**src/rtl/rv32i_lsu_pkg.sv**
```systemverilog
// Shared types and encodings for the rv32i load/store sequencer.
// Funct3 codes, exception causes, FSM state and legality helpers.
package rv32i_lsu_pkg;

    typedef enum logic [1:0] {
        ST_IDLE = 2'd0,
        ST_BUSY = 2'd1,
        ST_RESP = 2'd2
    } lsu_state_e;

    localparam logic [2:0] F3_LB  = 3'b000;
    localparam logic [2:0] F3_LH  = 3'b001;
    localparam logic [2:0] F3_LW  = 3'b010;
    localparam logic [2:0] F3_LBU = 3'b100;
    localparam logic [2:0] F3_LHU = 3'b101;
    localparam logic [2:0] F3_SB  = 3'b000;
    localparam logic [2:0] F3_SH  = 3'b001;
    localparam logic [2:0] F3_SW  = 3'b010;

    localparam logic [1:0] EXC_MISALIGN = 2'b01;
    localparam logic [1:0] EXC_ILLEGAL  = 2'b10;
    localparam logic [1:0] EXC_TIMEOUT  = 2'b11;

    function automatic logic f3_illegal(input logic is_load, input logic [2:0] f3);
        if (is_load)
            return (f3 == 3'b011) || (f3 == 3'b110) || (f3 == 3'b111);
        return f3[2] || (f3[1:0] == 2'b11);
    endfunction

    // Only meaningful once funct3 is known to be legal; bit 2 is the unsigned flag.
    function automatic logic addr_misaligned(input logic [2:0] f3, input logic [1:0] lo);
        return ((f3[1:0] == 2'b01) && lo[0]) || ((f3[1:0] == 2'b10) && (lo != 2'b00));
    endfunction

endpackage

```
**src/rtl/rv32i_load_align.sv**
```systemverilog
// Combinational lane select and sign/zero extension of load read data.
// Zero latency; no flow control.
module rv32i_load_align
    import rv32i_lsu_pkg::*;
(
    input  logic [31:0] rdata,
    input  logic [2:0]  funct3,
    input  logic [1:0]  addr_lo,
    output logic [31:0] data
);

    logic [7:0]  byte_sel;
    logic [15:0] half_sel;

    always_comb begin
        byte_sel = rdata[7:0];
        case (addr_lo)
            2'd1:    byte_sel = rdata[15:8];
            2'd2:    byte_sel = rdata[23:16];
            2'd3:    byte_sel = rdata[31:24];
            default: byte_sel = rdata[7:0];
        endcase
        half_sel = addr_lo[1] ? rdata[31:16] : rdata[15:0];

        case (funct3)
            F3_LB:   data = {{24{byte_sel[7]}}, byte_sel};
            F3_LBU:  data = {24'd0, byte_sel};
            F3_LH:   data = {{16{half_sel[15]}}, half_sel};
            F3_LHU:  data = {16'd0, half_sel};
            default: data = rdata;
        endcase
    end

endmodule

```
**src/rtl/rv32i_lsu_ctrl.sv**
```systemverilog
// Memory-stage load/store sequencer: one req/ack access on the data port, with stall upstream.
// Load result 2 cycles after accept at best; store frees the pipe 1 cycle after ack; timeout aborts.
module rv32i_lsu_ctrl
    import rv32i_lsu_pkg::*;
#(
    parameter int TIMEOUT_CYCLES = 16,
    parameter int TMR_W          = 5
) (
    input  logic        clk,
    input  logic        reset,
    input  logic        mem_valid,
    input  logic        mem_is_load,
    input  logic [2:0]  mem_funct3,
    input  logic [31:0] mem_addr,
    input  logic [31:0] mem_wdata,
    input  logic [4:0]  mem_wb_reg,
    output logic        stall,
    output logic        dmem_req,
    output logic        dmem_we,
    output logic [31:0] dmem_addr,
    output logic [3:0]  dmem_be,
    output logic [31:0] dmem_wdata,
    input  logic        dmem_ack,
    input  logic [31:0] dmem_rdata,
    output logic        load_valid,
    output logic [31:0] load_data,
    output logic [4:0]  load_reg,
    output logic        exc_valid,
    output logic [1:0]  exc_cause
);

    lsu_state_e  state_q, state_d;
    logic [2:0]  f3_q, f3_d;
    logic [1:0]  off_q, off_d;
    logic [4:0]  wb_q, wb_d;
    logic        we_q, we_d;
    logic [31:0] addr_q, addr_d;
    logic [3:0]  be_q, be_d;
    logic [31:0] wdata_q, wdata_d;
    logic [TMR_W-1:0] tmr_q, tmr_d;
    logic [31:0] ld_data_q, ld_data_d;
    logic [4:0]  ld_reg_q, ld_reg_d;
    logic        exc_q, exc_d;
    logic [1:0]  cause_q, cause_d;
    logic [31:0] aligned;

    rv32i_load_align u_align (
        .rdata   (dmem_rdata),
        .funct3  (f3_q),
        .addr_lo (off_q),
        .data    (aligned)
    );

    always_comb begin
        state_d   = state_q;
        f3_d      = f3_q;
        off_d     = off_q;
        wb_d      = wb_q;
        we_d      = we_q;
        addr_d    = addr_q;
        be_d      = be_q;
        wdata_d   = wdata_q;
        tmr_d     = tmr_q;
        ld_data_d = ld_data_q;
        ld_reg_d  = ld_reg_q;
        exc_d     = 1'b0;
        cause_d   = cause_q;

        case (state_q)
            ST_IDLE: begin
                if (mem_valid) begin
                    if (f3_illegal(mem_is_load, mem_funct3)) begin
                        exc_d   = 1'b1;
                        cause_d = EXC_ILLEGAL;
                    end else if (addr_misaligned(mem_funct3, mem_addr[1:0])) begin
                        exc_d   = 1'b1;
                        cause_d = EXC_MISALIGN;
                    end else begin
                        f3_d    = mem_funct3;
                        off_d   = mem_addr[1:0];
                        wb_d    = mem_wb_reg;
                        we_d    = !mem_is_load;
                        addr_d  = {mem_addr[31:2], 2'b00};
                        tmr_d   = '0;
                        state_d = ST_BUSY;
                        be_d    = 4'b1111;
                        wdata_d = mem_wdata;
                        if (!mem_is_load) begin
                            case (mem_funct3)
                                F3_SB: begin
                                    be_d    = 4'b0001 << mem_addr[1:0];
                                    wdata_d = {4{mem_wdata[7:0]}};
                                end
                                F3_SH: begin
                                    be_d    = mem_addr[1] ? 4'b1100 : 4'b0011;
                                    wdata_d = {2{mem_wdata[15:0]}};
                                end
                                default: ;
                            endcase
                        end
                    end
                end
            end
            ST_BUSY: begin
                // Ack is tested first so an ack on the final timer cycle still completes.
                if (dmem_ack) begin
                    if (!we_q) begin
                        ld_data_d = aligned;
                        ld_reg_d  = wb_q;
                        state_d   = ST_RESP;
                    end else begin
                        state_d = ST_IDLE;
                    end
                end else if (tmr_q == TMR_W'(TIMEOUT_CYCLES - 1)) begin
                    exc_d   = 1'b1;
                    cause_d = EXC_TIMEOUT;
                    state_d = ST_IDLE;
                end else begin
                    tmr_d = tmr_q + 1'b1;
                end
            end
            ST_RESP: state_d = ST_IDLE;
            default: state_d = ST_IDLE;
        endcase
    end

    always_ff @(posedge clk or negedge reset) begin
        if (!reset) begin
            state_q   <= ST_IDLE;
            f3_q      <= '0;
            off_q     <= '0;
            wb_q      <= '0;
            we_q      <= 1'b0;
            addr_q    <= '0;
            be_q      <= '0;
            wdata_q   <= '0;
            tmr_q     <= '0;
            ld_data_q <= '0;
            ld_reg_q  <= '0;
            exc_q     <= 1'b0;
            cause_q   <= '0;
        end else begin
            state_q   <= state_d;
            f3_q      <= f3_d;
            off_q     <= off_d;
            wb_q      <= wb_d;
            we_q      <= we_d;
            addr_q    <= addr_d;
            be_q      <= be_d;
            wdata_q   <= wdata_d;
            tmr_q     <= tmr_d;
            ld_data_q <= ld_data_d;
            ld_reg_q  <= ld_reg_d;
            exc_q     <= exc_d;
            cause_q   <= cause_d;
        end
    end

    // Any memory op presented in IDLE holds upstream for that cycle, faulting or not.
    assign stall      = (state_q == ST_BUSY) || ((state_q == ST_IDLE) && mem_valid);
    assign dmem_req   = (state_q == ST_BUSY);
    assign dmem_we    = we_q;
    assign dmem_addr  = addr_q;
    assign dmem_be    = be_q;
    assign dmem_wdata = wdata_q;
    assign load_valid = (state_q == ST_RESP);
    assign load_data  = ld_data_q;
    assign load_reg   = ld_reg_q;
    assign exc_valid  = exc_q;
    assign exc_cause  = cause_q;

endmodule

```
**config.mk**
```make
export PLATFORM = sky130hd
export DESIGN_NAME = rv32i_lsu_ctrl
export DESIGN_NICKNAME = d
export VERILOG_FILES = /design/src/rtl/rv32i_lsu_pkg.sv /design/src/rtl/rv32i_load_align.sv /design/src/rtl/rv32i_lsu_ctrl.sv
export SDC_FILE = /design/constraint.sdc
export NUM_CORES = 1
export LEC_CHECK = 0
export CORE_ASPECT_RATIO = 0.9
export CORE_MARGIN = 4
export CORE_UTILIZATION = 45
export CTS_CLUSTER_SIZE = 20
export DETAILED_ROUTE_END_ITERATION = 8
export PLACE_DENSITY = 0.83
export SLEW_MARGIN = 25
export SYNTH_ARGS = -nofsm -noshare
export SYNTH_HDL_FRONTEND = slang
export SYNTH_SLANG_ARGS = --single-unit
```
**constraint.sdc**
```tcl
create_clock -name clk -period 2.54 [get_ports clk]
set_input_delay 0.635 -clock clk [delete_from_list [all_inputs] [get_ports clk]]
set_output_delay 0.635 -clock clk [all_outputs]
set_load 0.005 [all_outputs]
```
Yosys cells after proc, flatten, opt, wreduce, memory -nomap -nowiden --
Cells that the tools add are included.
Word-level totals: flip-flop bits (word level) 124, latch bits 0, bits in writable memories 0, bits in read-only memories 0, input bits 109, memories kept 0
Operators by class: add/subtract/negate cells 1, multiply operators 0, div/mod/pow operators 0, magnitude comparators 0, equal/unequal tests 24, shift operators 1, mux-type cells 40, bitwise logic cells 3, reductions and logical operators 19
Operators with widths (count):
- one-hot mux 32 bit (4 select lines) | 1
- one-hot mux 32 bit (2 select lines) | 1
- 2-to-1 mux 32 bit | 1
- 2-to-1 mux 5 bit | 5
- one-hot mux 8 bit (3 select lines) | 1
- 2-to-1 mux 2 bit | 11
- 2-to-1 mux 16 bit | 1
- equality test 3 bit, second input constant | 4
- 2-to-1 mux 1 bit | 12
- equality test 2 bit, second input constant | 5
- inequality test 2 bit, second input constant | 5
- one-hot mux 5 bit (2 select lines) | 1
- 2-to-1 mux 4 bit | 2
- one-hot mux 2 bit (2 select lines) | 2
- one-hot mux 4 bit (2 select lines) | 1
- AND reduction 4 bit | 2
- equality test 2 x 1 -> 1 bit, second input constant | 3
- equality test 3 x 1 -> 1 bit, second input constant | 2
- logical NOT 3 bit | 2
- AND reduction 6 bit | 1
- adder 5 x 1 -> 5 bit, second input constant | 1
- equality test 5 x 4 -> 1 bit, second input constant | 1
- logical OR 1 bit | 5
- AND reduction 5 bit | 1
- other kinds (12) | 17

Depth between registers and ports, before layout --
depth after elaboration 10, gate-level depth with buffers 7

Modules after synthesis --
Synthesis repeated with hierarchy kept, for this count alone.
Unflattened totals: cell total of the unflattened synthesis 580, area, all modules 5803.1 um^2
By module, submodules not included:
- rv32i_lsu_ctrl | times used 1, cells an instance 469, area each 5134.9 um^2, sequential area each 3103.0 um^2
- rv32i_load_align | times used 1, cells an instance 111, area each 668.1 um^2, sequential area each 0.0 um^2

Worst setup path before layout --
OpenSTA, ideal clock, no wires.
path type input-to-output, from in mem_valid, to out stall, arrival 1.406 ns, path slack 0.499 ns, cell stages on the path 4, buffers on the path 2, path through or3b_1 buf_2 clkbuf_1 nand2_1
On the way: longest elaborated chain between the ends 2
Ends and longest elaborated chain:
- start, declared | line rv32i_lsu_ctrl.sv:11 | input logic mem_valid,
- logical AND 1 bit | line rv32i_lsu_ctrl.sv:160 | assign stall = (state_q == ST_BUSY) || ((state_q == ST_IDLE) && mem_valid);
- logical OR 1 bit | line rv32i_lsu_ctrl.sv:160
- end, declared | line rv32i_lsu_ctrl.sv:17 | output logic stall,
Every way passes these cells.

Worst setup path in the final report --
Same ends and word-level chain as after synthesis.

==> results.py <==
metrics = {
    "run_status": {
        "run_status": "finished, final reports clean",
    },
    "setup_path": {
        "worstPathRequired_ns": 1.90,
        "crit_fanout": 2,
        "path_delay_family": "buffers and inverters",
        "cp-start-kind": "input port",
        "type_of_destination_of_the_critical_path": "output port",
        "crit_path_max_incr_delay_ns": 0.45,
        "crit_path_cell_trace": "clkdlybuf4s50_1 > or3b_1 > nand2_1 > dlygate4sd2_1",
        "setup.worst_path.class": "input port to output port",
        "critPathBufInv": 2,
        "arrival_time_of_data_at_the_critical_path_endpoint_ns": 1.75,
        "cpMaxStageDelayCell": "sky130_fd_sc_hd__clkdlybuf4s50_1",
    },
    "finish": {
        "antenna_cells": 0,
        "area_delta_synth_final_pct": 48.4,
        "finish.cell_count_without_fillers": 892,
        "layout-drive-gt1-share": 0.203,
        "core_occupancy_in_the_finished_layout": 0.694,
        "mostFrequentLayoutCells": "216 x sky130_fd_sc_hd__clkdlybuf4s50_1, 124 x sky130_fd_sc_hd__dfrtp_1, 66 x sky130_fd_sc_hd__mux2_4",
        "final_common_cell": "sky130_fd_sc_hd__clkdlybuf4s50_1",
        "stdcell_area_um2": 8980,
        "finish.net_count": 827,
    },
    "logic_synthesis": {
        "synth_top_area_cell": "sky130_fd_sc_hd__dfrtp_1",
        "synth-seq-cells": 124,
        "synthesis.instances": 489,
        "syn_avg_cell_area_um2": 12.4,
        "synthArstFlopShare": 1.00,
        "synth_edf_count": 0,
        "ys_top_cells_by_area": "sky130_fd_sc_hd__dfrtp_1 51%, sky130_fd_sc_hd__mux2_4 16%, sky130_fd_sc_hd__mux2_2 3.9%",
        "yosysWarningCount": 0,
        "ys_seq_area_frac": 0.513,
        "synth.cell_area_um2": 6050,
        "synth_largest_type_area_fraction": 0.513,
        "synth_cell_type_count": 49,
        "synth-main-ff-cell": "sky130_fd_sc_hd__dfrtp_1",
    },
    "die": {
        "top_level_ports": 221,
        "chipWidth_um": 130,
        "num_rows": 39,
        "fp.coreArea_um2": 12900,
        "dieArea_um2": 15400,
        "initial_utilization": 0.468,
        "die_height_um": 118,
    },
    "timing": {
        "clock_skew_ns": 0.00943,
        "setup_violations": 0,
        "final.period_utilization": 0.941,
        "timing_max_transition_violations_final": 0,
        "fin_tns_setup_ns": 0,
        "hold_viol_final": 0,
        "worst_hold_slack_ns": 0.293,
        "layout_setup_ws_ns": 0.150,
        "maxSlewHeadroom": 0.545,
        "worst_pin_slew_ns": 0.683,
        "period_minus_slack_ns": 2.39,
        "fmax_mhz": 418,
        "unrepaired_setup_endpoints_after_global_routing": "false",
    },
    "clocking": {
        "cts-hold-fix-buffers": 0,
        "tritoncts": "built",
        "clkTransAtPathRegs_ns": 0.05,
        "clock_latency_on_the_worst_skew_pair_ns": 0.42,
        "cts.sinks": 124,
        "cts.path.max_buffers": 2,
        "htree_num_levels": 4,
        "cts_buffers": 17,
        "ctsRootBufferMaster": "sky130_fd_sc_hd__clkbuf_16",
    },
    "power_and_ir_drop": {
        "leakage_nw": 3.88,
        "max-vdd-ir-drop_v": 0.000614,
        "overall_power_consumption_mw": 8.66,
        "power.density_nw_per_um2": 964,
    },
    "detailed_routing": {
        "drc": 0,
        "dr.first_iter.drc_count": 276,
        "wl_per_cell_um": 18.9,
        "detailroute.via_count": 4777,
        "detail_route.vias_per_cell": 5.36,
        "first_pass_iters": 5,
        "postRouteWirelength_um": 16900,
        "ant_nets": 0,
    },
    "grt": {
        "grt_antenna_before_repair": 0,
        "globalRoute.totalOverflow": 0,
        "grt_pass1_wl_um": 26300,
        "vias_in_the_first_global_route": 5109,
        "gr-usage-all-layers": 0.220,
        "pin_count_of_the_biggest_net_entering_global_routing": 125,
    },
    "placement": {
        "place_hpwl_um": 12100,
        "dp_slack_ns": -0.112,
        "placed_cell_area_um2": 8410,
        "placed_cells": 860,
        "place.gp.congestion": 0.855,
        "io_buffers": 218,
    },
    "job": {
        "drv_cap": 0,
    },
    "min_path": {
        "min-delay-path-class": "input port to async pin",
    },
}
cell type report:
class	count	area, µm²
Tap cell	164	205
Multi-Input combinational cell	322	2650
Inverter	8	30.0
Fill cell	867	3950
Timing Repair Buffer	243	2430
Clock buffer	25	505
Sequential cell	124	3100
Clock inverter	6	60.1
what timing repair did:
item	CTS	global route
resized for setup	1	0
endpoints found under the setup margin	1	0
endpoints found under the hold margin	0	0
setup buffers	1	0
cells by family after synthesis:
| kind of cell | synth area share |
|---|---|
| buffers and inverters | 0.0505 |
| DFF | 0.513 |
| AOI/OAI and AO/OA | 0.115 |
| xor gates and xnor gates | 0.00290 |
| and+or+nand+nor | 0.0844 |
| muxes | 0.229 |
| other | 0.000620 |
| adders and majority gates | 0.00414 |
synth_stat cells, drive strengths merged, types with 3 or more instances:
| cell type | n |
|---|---|
| mux2i | 16 |
| mux2 | 87 |
| nor2b | 4 |
| o22a | 5 |
| clkbuf | 13 |
| a21oi | 35 |
| nor3b | 3 |
| o31ai | 15 |
| nand2 | 46 |
| o22ai | 4 |
| nor2 | 33 |
| o21ai | 25 |
| a31oi | 8 |
| nand2b | 5 |
| buf | 23 |
| inv | 7 |
| a32oi | 7 |
| dfrtp | 124 |
| a21o | 5 |
metal layers:
layer | track usage | vias to the layer above | wire [µm]
met4 | 0.0727 | 0 | 289
met3 | 0.100 | 28 | 1790
met2 | 0.343 | 238 | 8040
met1 | 0.268 | 2315 | 6750
met5 | 0 | - | 0
li1 | - | 2196 | -
final timing paths:
| check | from | endpoint | slack, ns | depth (start not counted) |
|---|---|---|---|---|
| setup / recovery | mem_valid | stall | 0.15 | 4 |
| min in group clk | wb_q[1]$_DFFE_PN0P_ | load_reg[1]$_DFFE_PN0P_ | 0.47 | 2 |
| max in group asynchronous | reset | dmem_addr[16]$_DFFE_PN0P_ | 1.72 | 2 |
| setup reg to reg | state_q[1]$_DFFE_PN0P_ | dmem_wdata[7]$_DFFE_PN0P_ | 0.44 | 6 |
| hold / removal | reset | dmem_addr[28]$_DFFE_PN0P_ | 0.29 | 2 |
| hold reg to reg | wb_q[1]$_DFFE_PN0P_ | load_reg[1]$_DFFE_PN0P_ | 0.47 | 2 |
report_power, final:
part / total [mW] / internal [mW] / switching [mW] / leakage (nW)
Sequential: 3.18 / 2.70 / 0.481 / 1.47
Combinational: 3.18 / 2.08 / 1.10 / 2.13
Clock: 2.30 / 1.46 / 0.841 / 0.275
Total: 8.66 / 6.24 / 2.42 / 3.88
Note: power is estimated with default switching activity, not from simulation.
